File: config.mk
export PLATFORM = sky130hd
export DESIGN_NAME = booth_r4_seq_ctrl
export DESIGN_NICKNAME = d
export VERILOG_FILES = /design/src/rtl/booth_r4_seq_ctrl.sv
export SDC_FILE = /design/constraint.sdc
export NUM_CORES = 1
export LEC_CHECK = 0
export CELL_PAD_IN_SITES_DETAIL_PLACEMENT = 1
export CELL_PAD_IN_SITES_GLOBAL_PLACEMENT = 2
export CORE_ASPECT_RATIO = 0.9
export CORE_UTILIZATION = 29
export CTS_CLUSTER_SIZE = 20
export DETAILED_ROUTE_END_ITERATION = 8
export MAX_ROUTING_LAYER = met4
export PLACE_DENSITY = 0.82
export SLEW_MARGIN = 10
export SYNTH_ARGS = -nofsm -noshare
export SYNTH_HDL_FRONTEND = slang
export SYNTH_SLANG_ARGS = --single-unit
File: constraint.sdc
create_clock -name clk -period 4.3 [get_ports clk]
set_clock_uncertainty 0.15 [all_clocks]
set_input_delay 0.645 -clock clk [delete_from_list [all_inputs] [get_ports clk]]
set_output_delay 0.645 -clock clk [all_outputs]
set_load 0.005 [all_outputs]
File: src/rtl/booth_r4_seq_ctrl.sv
// -----------------------------------------------------------------------------
// booth_r4_seq_ctrl
//
// Iterative radix-4 Booth multiplier controller for signed WIDTH x WIDTH
// operands. An accepted start latches the operands. Each CALC cycle then
// recodes one multiplier digit, selects one of {0, +M, -M, +2M, -2M}, and
// accumulates that variant, shifted into place, into a 2*WIDTH product register.
//
// Optional feature macro: BOOTH_EARLY_EXIT_EN
//   When defined, CALC ends as soon as the unprocessed multiplier bits are all
//   equal, because every remaining digit then recodes to zero.
//   When undefined, CALC always lasts exactly WIDTH/2 cycles.
//
// Ports:
//   clk      system clock, rising edge
//   rst      synchronous active-high reset; aborts any operation in flight
//   start    request, accepted in IDLE or DONE (ignored while busy)
//   m_in     signed multiplicand, sampled on an accepted start
//   q_in     signed multiplier, sampled on an accepted start
//   busy     high while iterating (CALC)
//   done     one-cycle pulse when product is final
//   product  signed 2*WIDTH result, driven from the accumulator
//   iter     number of digits processed so far
// -----------------------------------------------------------------------------
module booth_r4_seq_ctrl #(
  parameter int WIDTH = 8,
  parameter int CNT_W = $clog2(WIDTH/2)+1
) (
  input  logic               clk,
  input  logic               rst,
  input  logic               start,
  input  logic [WIDTH-1:0]   m_in,
  input  logic [WIDTH-1:0]   q_in,
  output logic               busy,
  output logic               done,
  output logic [2*WIDTH-1:0] product,
  output logic [CNT_W-1:0]   iter
);

  localparam int PW     = 2*WIDTH;
  localparam int DIGITS = WIDTH/2;
  localparam logic [CNT_W-1:0] LAST = CNT_W'(DIGITS-1);

  typedef enum logic [1:0] {
    S_IDLE = 2'd0,
    S_CALC = 2'd1,
    S_DONE = 2'd2
  } state_t;

  state_t           state_q, state_d;
  logic [WIDTH-1:0] m_q,     m_d;
  // Multiplier with the implicit q[-1]=0 appended at bit 0.
  logic [WIDTH:0]   q_q,     q_d;
  logic [PW-1:0]    acc_q,   acc_d;
  logic [CNT_W-1:0] iter_q,  iter_d;

  logic [CNT_W:0]   shamt;
  logic [2:0]       trip;
  logic [PW-1:0]    m_ext;
  logic [PW-1:0]    variant;
  logic [PW-1:0]    addend;
  logic [PW-1:0]    acc_base;
  logic             rest_zero;

  // Digit i sits at multiplier bit 2i. In the appended register the triplet
  // {q[2i+1], q[2i], q[2i-1]} is therefore q_q[2i+2 : 2i].
  assign shamt = {iter_q, 1'b0};
  assign trip  = q_q[shamt +: 3];

  // Sign-extend before any negation or shift, so that -M of the most-negative
  // operand wraps correctly in 2*WIDTH bits.
  assign m_ext = {{WIDTH{m_q[WIDTH-1]}}, m_q};

  always_comb begin
    variant = '0;
    unique case (trip)
      3'b001, 3'b010: variant = m_ext;
      3'b011:         variant = m_ext << 1;
      3'b100:         variant = -(m_ext << 1);
      3'b101, 3'b110: variant = -m_ext;
      default:        variant = '0;
    endcase
  end

  assign addend = variant << shamt;

  // The accumulator is cleared by the first CALC edge rather than the accept
  // edge. This keeps the previous product visible during the accept cycle.
  assign acc_base = (iter_q == '0) ? '0 : acc_q;

`ifdef BOOTH_EARLY_EXIT_EN
  // After this edge, the next digit index is iter_q+1. The unprocessed bits
  // q[WIDTH-1 : 2(iter_q+1)-1] are q_q[WIDTH : 2(iter_q+1)]. An arithmetic
  // shift leaves them in place; they are all equal exactly when the result
  // is all zeros or all ones.
  logic [CNT_W:0]        nshamt;
  logic signed [WIDTH:0] q_rem;

  assign nshamt    = {iter_q + 1'b1, 1'b0};
  assign q_rem     = $signed(q_q) >>> nshamt;
  assign rest_zero = (q_rem == '0) || (q_rem == '1);
`else
  assign rest_zero = 1'b0;
`endif

  always_comb begin
    state_d = state_q;
    m_d     = m_q;
    q_d     = q_q;
    acc_d   = acc_q;
    iter_d  = iter_q;
    unique case (state_q)
      S_IDLE: begin
        if (start) begin
          m_d     = m_in;
          q_d     = {q_in, 1'b0};
          iter_d  = '0;
          state_d = S_CALC;
        end
      end
      S_CALC: begin
        acc_d  = acc_base + addend;
        iter_d = iter_q + 1'b1;
        if (iter_q == LAST || rest_zero) state_d = S_DONE;
      end
      S_DONE: begin
        // A start held high here chains the next operation with no idle cycle.
        if (start) begin
          m_d     = m_in;
          q_d     = {q_in, 1'b0};
          iter_d  = '0;
          state_d = S_CALC;
        end else begin
          state_d = S_IDLE;
        end
      end
      default: state_d = S_IDLE;
    endcase
  end

  always_ff @(posedge clk) begin
    if (rst) begin
      state_q <= S_IDLE;
      m_q     <= '0;
      q_q     <= '0;
      acc_q   <= '0;
      iter_q  <= '0;
    end else begin
      state_q <= state_d;
      m_q     <= m_d;
      q_q     <= q_d;
      acc_q   <= acc_d;
      iter_q  <= iter_d;
    end
  end

  assign busy    = (state_q == S_CALC);
  assign done    = (state_q == S_DONE);
  assign product = acc_q;
  assign iter    = iter_q;

endmodule
==> results.yml, run 1 <==
setup_path:
  critPathKind: "reg -> reg"
  cp_top_family: "compound AO/OA/AOI/OAI gates"
  startpoint_type: "register"
  worstPathRequired_ns: 4.36
  cp-end-kind: "register"
  critPathSlowestCell: "mux4_2"
  slowest_delay_ns: 0.54
  critPathMaxFanout: 5
  crit_buf_inv: 2
  cp.arrival_ns: 4.27
  worstPathCellList: "mux4_2 -> buf_6 -> xnor2_4 -> buf_4 -> o31ai_4 -> a21oi_2 -> mux2_2 -> mux2_2 -> o22ai_2 -> ha_4 -> a21o_1 -> a21o_1 -> a21oi_2 -> nand2_1 -> o221ai_2 -> xnor2_2 -> nand4_1 -> o211ai_1"
synthesis:
  synth_edf_count: 0
  yosysWarnings: 0
  netlist_area_sq_um: 3030
  synth_cell_types: 64
  synth-async-reset-ratio: 0
  synth_top_area_share: 0.245
  synth-seq-area-share: 0.245
  ys.flop_type: "dfxtp_1"
  syn_nets: 458
  syn_avg_cell_area_sq_um: 7.24
  synth_cells: 418
  synth_top_area_cell: "dfxtp_1"
  synth.area.top_cells: "dfxtp_1, a21oi_1, nand2_1"
  ys_ff_latch: 37
global_route:
  grt_pass1_wl_um: 17100
  grt_max_degree: 23
  overflow: 0
  grtUsageTotal: 0.209
  grt_pass1_vias: 3412
  antenna_found_initial: 0
cts:
  htree_levels: 2
  cts.path.max_buffers: 2
  cts_made_buffers: 5
  clk_pin_slew_worst_paths_ns: 0.07
  worst_skew_pair.late_latency_ns: 0.29
  postCtsHoldBufs: 0
  cts-root-buf: "clkbuf_16"
  cts_tree: "yes"
  cts_sinks: 37
layout:
  layout-drive-gt1-share: 0.240
  finalInstanceArea_sq_um: 4250
  final_nets: 534
  synthToLayoutAreaGrowth_pct: 40.3
  num_antenna_cells: 0
sta:
  setup_viol: 0
  worst_slew_pin_slew_ns: 0.694
  fmax_mhz: 237
  setup-tns-final_ns: 0
  drv_slew: 0
  rsz0062_at_grt: "true"
  hold_slack_ns: 0.311
  hold_viol: 0
  fin_crit_ns: 4.22
  relSlewSlack: 0.536
  fin_crit_sh: 0.980
place:
  place.gp.congestion: 0.978
  placed_cell_area_sq_um: 3870
  port_buffers: 39
  dp_hpwl_um: 8130
min_path:
  hp-class: "reg -> reg"
floorplan:
  die_h_um: 98.9
  row_count: 35
  die_area_sq_um: 10900
  ios: 40
  start_util: 0.297
  core_sq_um: 10200
  die_x_um: 110
route:
  detail_route.wl_per_cell_um: 16.8
  final_antenna_net_count: 0
  drtPass1Iterations: 4
  drt_iter0_drc: 125
  vias: 3307
  totalWireLength_um: 10500
  drc: 0
  avgViaCountPerCell: 5.30
pwr:
  p_per_area_nw_per_um2: 263
  p_leak_nw: 1.78
  max-vdd-ir-drop_v: 0.000161
job:
  maxCapViolations: 0
run_status:
  status: "finished, final reports clean"
[where the power goes]
group	switching, W	internal, W	total, W
sequential	0.0000175	0.000360	0.000378
clock	0.000163	0.000218	0.000382
combinational	0.000190	0.000168	0.000358
total	0.000371	0.000746	0.00112
[through the flow]
stage | utilization | instances | setup WS, ns | total power, W
after floorplan | - | 418 | 0.214 | 0.000571
after global placement | 0.380 | 613 | -0.197 | 0.000706
after detailed placement | 0.380 | 613 | -0.291 | 0.000713
after CTS | 0.400 | 622 | 0.00206 | 0.00111
after global routing | 0.416 | 624 | -0.0835 | 0.00118
final | 0.416 | 624 | 0.0849 | 0.00112
[cell families after synthesis]
kind of cell / after synthesis / share of synthesized area
AO/OA/AOI/OAI: 121 / 0.254
buffers and inverters: 36 / 0.0459
XOR/XNOR: 14 / 0.0405
AND/OR/NAND/NOR: 177 / 0.274
multiplexers: 12 / 0.0521
adder cells (fa/ha/maj): 21 / 0.0893
flip-flops: 37 / 0.245
[layer usage]
layer | track usage | vias up | wire length, um
met1 | 0.287 | 1618 | 5300
met4 | 0.0574 | 0 | 155
met2 | 0.322 | 46 | 4780
li1 | - | 1632 | -
met5 | - | - | 0
met3 | 0.0231 | 11 | 246
[layout by cell type (no fill, tap or decap), types with 4 or more instances in the layout]
master / netlist / final
dfxtp_1: 37 / 36
o21ai_0: 10 / 6
nor2b_1: 4 / 4
xnor2_1: 12 / 9
a21oi_1: 58 / 53
nor3_1: 12 / 10
and2_1: 16 / 16
buf_4: 0 / 54
and3_1: 6 / 5
clkdlybuf4s50_1: 0 / 39
a21o_1: 10 / 10
ha_1: 20 / 17
a21oi_2: 0 / 5
inv_1: 7 / 6
mux2_2: 7 / 7
nand2_1: 73 / 72
nor2_1: 37 / 34
clkbuf_16: 0 / 5
nand3_1: 8 / 6
[sequential cells by signal, indices dropped and copies added, names as in the netlist]
signal and count:
product 16, m_q 8, q_q 8, iter 3
state_q 2
[worst reg2reg max path, delay by kind of cell, from the launching register on]
| kind | cells | cell delay [ns] |
|---|---|---|
| AOI/OAI and AO/OA | 8 | 1.42 |
| buffers and inverters | 2 | 0.33 |
| xor gates and xnor gates | 2 | 0.32 |
| adders and majority gates | 1 | 0.24 |
| DFF | 1 | 0.37 |
| muxes | 3 | 1.08 |
| and+or+nand+nor | 2 | 0.22 |
[final cells by class]
type / instances / area, sq um
Clock buffer: 5 / 125
Inverter: 11 / 41.3
Multi-Input combinational cell: 345 / 2340
Fill cell: 1236 / 5950
Sequential cell: 37 / 744
Clock inverter: 3 / 25.0
Tap cell: 129 / 161
Timing Repair Buffer: 94 / 807
[timing repair]
action	in CTS	in global routing
pin swaps	2	26
gates resized for setup	10	38
setup buffers	1	2
endpoints found under the setup margin	8	8
[final timing paths]
kind	startpoint	endpoint	slack (ns)	depth (start not counted)
max	iter[0]	product[15]	0.08	18
min reg2reg	q_q[5]	q_q[5]	0.31	2
max reg2reg	iter[0]	product[15]	0.08	18
min	q_q[5]	q_q[5]	0.31	2
[synthesized netlist by cell type, drive strengths merged, types with 4 or more instances]
library cell / n
nand2: 73
a21oi: 58
nor2: 38
dfxtp: 37
clkbuf: 22
ha: 20
and2: 16
nor3: 13
o21ai: 12
xnor2: 12
a21o: 10
inv: 8
nand3: 8
mux2: 7
and3: 6
or2: 5
a22oi: 4
a31oi: 4
nor2b: 4
No activity file was read; power rests on OpenSTA's default activity.
==> run 2: changes to the inputs <==
--- a/config.mk
+++ b/config.mk
@@ -8,11 +8,13 @@
 export CELL_PAD_IN_SITES_DETAIL_PLACEMENT = 1
 export CELL_PAD_IN_SITES_GLOBAL_PLACEMENT = 2
 export CORE_ASPECT_RATIO = 0.9
-export CORE_UTILIZATION = 29
+export CORE_UTILIZATION = 34
+export CTS_BUF_LIST = sky130_fd_sc_hd__clkbuf_16
 export CTS_CLUSTER_SIZE = 20
 export DETAILED_ROUTE_END_ITERATION = 8
 export MAX_ROUTING_LAYER = met4
-export PLACE_DENSITY = 0.82
+export PLACE_DENSITY = 0.9
+export REMOVE_ABC_BUFFERS = 1
 export SLEW_MARGIN = 10
 export SYNTH_ARGS = -nofsm -noshare
 export SYNTH_HDL_FRONTEND = slang
==> constraint.sdc (replaced) <==
create_clock -name clk -period 5 [get_ports clk]
set_clock_uncertainty 0.15 [all_clocks]
set_input_delay 0.75 -clock clk [delete_from_list [all_inputs] [get_ports clk]]
set_output_delay 0.75 -clock clk [all_outputs]
set_load 0.005 [all_outputs]
==> results.yml, run 2 (synthesis gave the netlist of run 1 again) <==
run_status:
  status: "finished, final reports clean"
route:
  totalWireLength_um: 9510
  detail_route.wl_per_cell_um: 16.7
  avgViaCountPerCell: 5.42
  drtPass1Iterations: 4
  vias: 3082
  final_antenna_net_count: 0
  drc: 0
  drt_iter0_drc: 185
cts:
  cts_sinks: 37
  cts_made_buffers: 5
  clk_pin_slew_worst_paths_ns: 0.06
  htree_levels: 2
  cts_tree: "yes"
  postCtsSetupRepairBufs: 0
  worst_skew_pair.late_latency_ns: 0.28
  cts-root-buf: "clkbuf_16"
  cts.path.max_buffers: 2
min_path:
  worstHoldStart: "q_q[7]"
  hp-class: "reg -> reg"
  holdPathStages: 2
  hold_end: "q_q[7]"
layout:
  layout-drive-gt1-share: 0.0867
  num_antenna_cells: 0
  largest_reg_flops: 16
  mostFrequentLayoutCells: "nand2_1, a21oi_1, clkdlybuf4s50_1"
  synthToLayoutAreaGrowth_pct: 23.1
  final_nets: 489
  final_common_cell: "nand2_1"
floorplan:
  row_count: 32
  die_area_sq_um: 9290
  die_h_um: 91.5
  ios: 40
  core_sq_um: 8610
  start_util: 0.352
  die_x_um: 101
sta:
  drv_slew: 0
  rsz0062_at_grt: "false"
  setup_slack_ns: 0.376
  setup-tns-final_ns: 0
  fmax_mhz: 216
  fin_crit_ns: 4.62
  worst_slew_pin_slew_ns: 0.704
  hold_viol: 0
  fin_crit_sh: 0.925
  setup_viol: 0
  relSlewSlack: 0.528
  hold_slack_ns: 0.303
global_route:
  grt_max_degree: 22
  grt_pass1_wl_um: 16200
  overflow: 0
  grt_pass1_vias: 3266
  grtUsageTotal: 0.228
  antenna_found_initial: 0
setup_path:
  rr_worst_depth: 18
  critPathKind: "reg -> reg"
  slowest_delay_ns: 0.65
  crit_buf_inv: 1
  cp-end-kind: "register"
  ff2ff_setup_slack_ns: 0.38
  timing.rr.end: "product[12]"
  startpoint_type: "register"
  cp.arrival_ns: 4.64
  cp_top_family: "compound AO/OA/AOI/OAI gates"
  rr_startpoint: "iter[0]"
  critPathMaxFanout: 11
  startpoint: "iter[0]"
  worstPathRequired_ns: 5.02
  worstPathCellList: "mux4_1 -> buf_4 -> nor2b_1 -> xnor2_1 -> o31ai_1 -> a221oi_1 -> nor2_1 -> nor2_1 -> nor2_1 -> ha_1 -> a21o_1 -> a21oi_1 -> o21bai_1 -> a2111o_1 -> nand3_1 -> a21boi_0 -> xnor2_1 -> a21oi_1"
  critPathSlowestCell: "mux4_1"
  worst_path_most_repeated_cell: "nor2_1"
place:
  place.gp.congestion: 0.942
  post-place-ws_ns: 0.342
  port_buffers: 39
  dp_hpwl_um: 7260
pwr:
  power_w: 0.000944
  p_per_area_nw_per_um2: 253
  p_leak_nw: 1.53
  max-vdd-ir-drop_v: 0.000150
job:
  maxCapViolations: 0
run 2: worst max path at each step:
stage | endpoint | slack, ns | depth (start not counted)
3_5_place_dp | product[12] | 0.34 | 14
6_report | product[12] | 0.38 | 18
4_1_cts | product[12] | 0.29 | 14
3_3_place_gp | product[12] | 0.46 | 14
2_1_floorplan | product[12] | 0.52 | 14
5_1_grt | product[12] | 0.02 | 18
run 2: area by class of cell:
| class | instances | area, sq um |
|---|---|---|
| fillers | 1076 | 4880 |
| clock buffers | 5 | 125 |
| flip-flops and latches | 37 | 741 |
| repair buffers | 49 | 465 |
| multi-input cells | 345 | 2160 |
| well taps | 119 | 149 |
| inverters | 11 | 41.3 |
| clock inverters | 3 | 46.3 |
run 2: metal layers:
metal  GRT usage  wire, um
met1       0.308      4630
met2       0.358      4390
met3      0.0316       386
met4      0.0543        98
met5           -         0
run 2: power breakdown:
group | total, W | switching (W) | leakage, nW | internal (W)
logic | 0.000244 | 0.000139 | 1.15 | 0.000106
registers | 0.000327 | 0.0000172 | 0.302 | 0.000310
clock network | 0.000372 | 0.000136 | 0.0800 | 0.000236
total | 0.000944 | 0.000292 | 1.53 | 0.000652
run 2: per-stage QoR:
step / std cells / instance area [sq um] / utilization
after detailed placement: 561 / 3540 / 0.412
after global routing: 569 / 3730 / 0.433
after CTS: 569 / 3720 / 0.432
after global placement: 561 / 3540 / 0.412
final: 569 / 3730 / 0.433
after floorplan: 393 / 2930 / -
run 2: worst reg2reg max path, cell delays in order (launching register included):
cell and delay [ns]:
dfxtp_1 0.51, mux4_1 0.65, buf_4 0.21, nor2b_1 0.15, xnor2_1 0.15, o31ai_1 0.10
a221oi_1 0.38, nor2_1 0.08, nor2_1 0.18, nor2_1 0.10, ha_1 0.36, a21o_1 0.18
a21oi_1 0.22, o21bai_1 0.12, a2111o_1 0.47, nand3_1 0.15, a21boi_0 0.12, xnor2_1 0.15
a21oi_1 0.08
run 2: repair_timing:
item	CTS	global route
gates resized for setup	0	1
setup endpoints to repair	0	3
hold buffers	0	0
==> run 3: changes to the inputs <==
--- a/config.mk
+++ b/config.mk
@@ -7,9 +7,8 @@
 export LEC_CHECK = 0
 export CELL_PAD_IN_SITES_DETAIL_PLACEMENT = 1
 export CELL_PAD_IN_SITES_GLOBAL_PLACEMENT = 2
-export CORE_ASPECT_RATIO = 0.9
+export CORE_ASPECT_RATIO = 1.5
 export CORE_UTILIZATION = 34
-export CTS_BUF_LIST = sky130_fd_sc_hd__clkbuf_16
 export CTS_CLUSTER_SIZE = 20
 export DETAILED_ROUTE_END_ITERATION = 8
 export MAX_ROUTING_LAYER = met4
==> results.yml, run 3 (synthesis gave the netlist of run 1 again) <==
layout:
  layout-drive-gt1-share: 0.0931
  final_common_cell: "nand2_1"
  largest_reg_flops: 16
  synthToLayoutAreaGrowth_pct: 22.2
  mostFrequentLayoutCells: "nand2_1, a21oi_1, clkdlybuf4s50_1"
  multiInputGateArea_sq_um: 2160
  final_nets: 490
  fill_cells: 1103
  regArea_sq_um: 741
  num_antenna_cells: 0
cts:
  worst_skew_pair.late_latency_ns: 0.29
  postCtsHoldBufs: 0
  cts_tree: "yes"
  postCtsSetupRepairBufs: 0
  cts-resized-gates: 0
  cts_sinks: 37
  cts-root-buf: "clkbuf_16"
  cts.path.max_buffers: 2
  htree_levels: 2
  cts_made_buffers: 5
  clk_pin_slew_worst_paths_ns: 0.06
sta:
  relSlewSlack: 0.343
  setup_slack_ns: 0.452
  setup_viol: 0
  fmax_mhz: 220
  worst_slew_pin_slew_ns: 0.982
  fin_crit_ns: 4.55
  drv_slew: 0
  hold_viol: 0
  fin_crit_sh: 0.910
  setup-tns-final_ns: 0
  rsz0062_at_grt: "false"
  hold_slack_ns: 0.320
setup_path:
  critPathKind: "reg -> reg"
  critPathMaxFanout: 9
  startpoint_type: "register"
  worstPathRequired_ns: 5.07
  crit_cells: 17
  startpoint: "iter[0]"
  cp.arrival_ns: 4.62
  slowest_delay_ns: 0.62
  rr_worst_depth: 17
  rr_startpoint: "iter[0]"
  cp_top_family: "compound AO/OA/AOI/OAI gates"
  crit_buf_inv: 0
  critPathSlowestCell: "mux4_2"
  worstPathCellList: "mux4_2 -> a211o_4 -> nor2_4 -> nand2_1 -> o21ai_0 -> nor2_1 -> a221o_1 -> o21ai_2 -> ha_1 -> and3_1 -> and3_1 -> a21oi_1 -> nand2_1 -> o221ai_1 -> xnor2_1 -> nand4_1 -> o211ai_1"
  cp-end-kind: "register"
place:
  place.gp.congestion: 0.883
  post-place-ws_ns: 0.268
  dp_hpwl_um: 7570
  port_buffers: 39
global_route:
  overflow: 0
  grtUsageTotal: 0.232
  grt_pass1_wl_um: 16400
  grt_pass1_vias: 3347
  grt_max_degree: 24
  antenna_found_initial: 0
floorplan:
  die_h_um: 118
  die_area_sq_um: 9290
  row_count: 41
  core_sq_um: 8520
  start_util: 0.356
  die_x_um: 79.1
  ios: 40
pwr:
  p_comb_frac: 0.272
  p_leak_nw: 1.52
  max-vdd-ir-drop_v: 0.000127
  p_int_w: 0.000602
  clkPwrFrac: 0.364
  p_sw_w: 0.000300
  seqPwrFrac: 0.364
  switching_share: 0.333
  p_per_area_nw_per_um2: 244
route:
  totalWireLength_um: 9970
  drc: 0
  drtPass1Iterations: 5
  avgViaCountPerCell: 5.66
  detail_route.wl_per_cell_um: 17.9
  drt_iter0_drc: 145
  final_antenna_net_count: 0
  vias: 3160
min_path:
  holdPathStages: 2
  hp-class: "reg -> reg"
  worstHoldStart: "product[13]"
job:
  maxCapViolations: 0
run_status:
  status: "finished, final reports clean"
-- run 3: final timing paths --
path | endpoint | slack, ns
min | product[13] | 0.32
min reg2reg | product[13] | 0.32
max | product[15] | 0.45
max reg2reg | product[15] | 0.45
-- run 3: final cells by class --
class | instances | share of cell area
inverters | 11 | 0.0112
repair buffers | 50 | 0.128
clock inverters | 3 | 0.00575
flip-flops and latches | 37 | 0.200
well taps | 107 | 0.0362
multi-input cells | 345 | 0.585
clock buffers | 5 | 0.0338
-- run 3: stage by stage --
| step | util | area (sq um) | power (W) | cells |
|---|---|---|---|---|
| 2_1_floorplan | - | 2930 | 0.000482 | 393 |
| 3_3_place_gp | 0.415 | 3540 | 0.000570 | 550 |
| 3_5_place_dp | 0.415 | 3540 | 0.000577 | 550 |
| 4_1_cts | 0.433 | 3680 | 0.000907 | 558 |
| 5_1_grt | 0.434 | 3700 | 0.000949 | 558 |
| 6_report | 0.434 | 3700 | 0.000902 | 558 |
-- run 3: per-layer routing --
| layer | global-route usage | vias to the layer above | wire length [um] |
|---|---|---|---|
| met4 | 0.0943 | 0 | 224 |
| met3 | 0.0295 | 16 | 180 |
| met2 | 0.422 | 40 | 5490 |
| met5 | - | - | 0 |
| met1 | 0.245 | 1563 | 4080 |
| li1 | - | 1541 | - |
-- run 3: power groups by stage --
stage	sequential, W	combinational, W	clock (W)
final	0.000328	0.000245	0.000329
after global routing	0.000330	0.000270	0.000350
after CTS	0.000328	0.000246	0.000334
after detailed placement	0.000334	0.000243	0
after global placement	0.000333	0.000237	0
after floorplan	0.000332	0.000150	0
-- run 3: worst register-to-register path, delay by kind of cell (launching register included) --
kind | cells | cell delay (ns)
xor gates and xnor gates | 1 | 0.17
muxes | 1 | 0.62
AOI/OAI and AO/OA | 7 | 1.72
adders and majority gates | 1 | 0.27
DFF | 1 | 0.49
and+or+nand+nor | 7 | 1.06
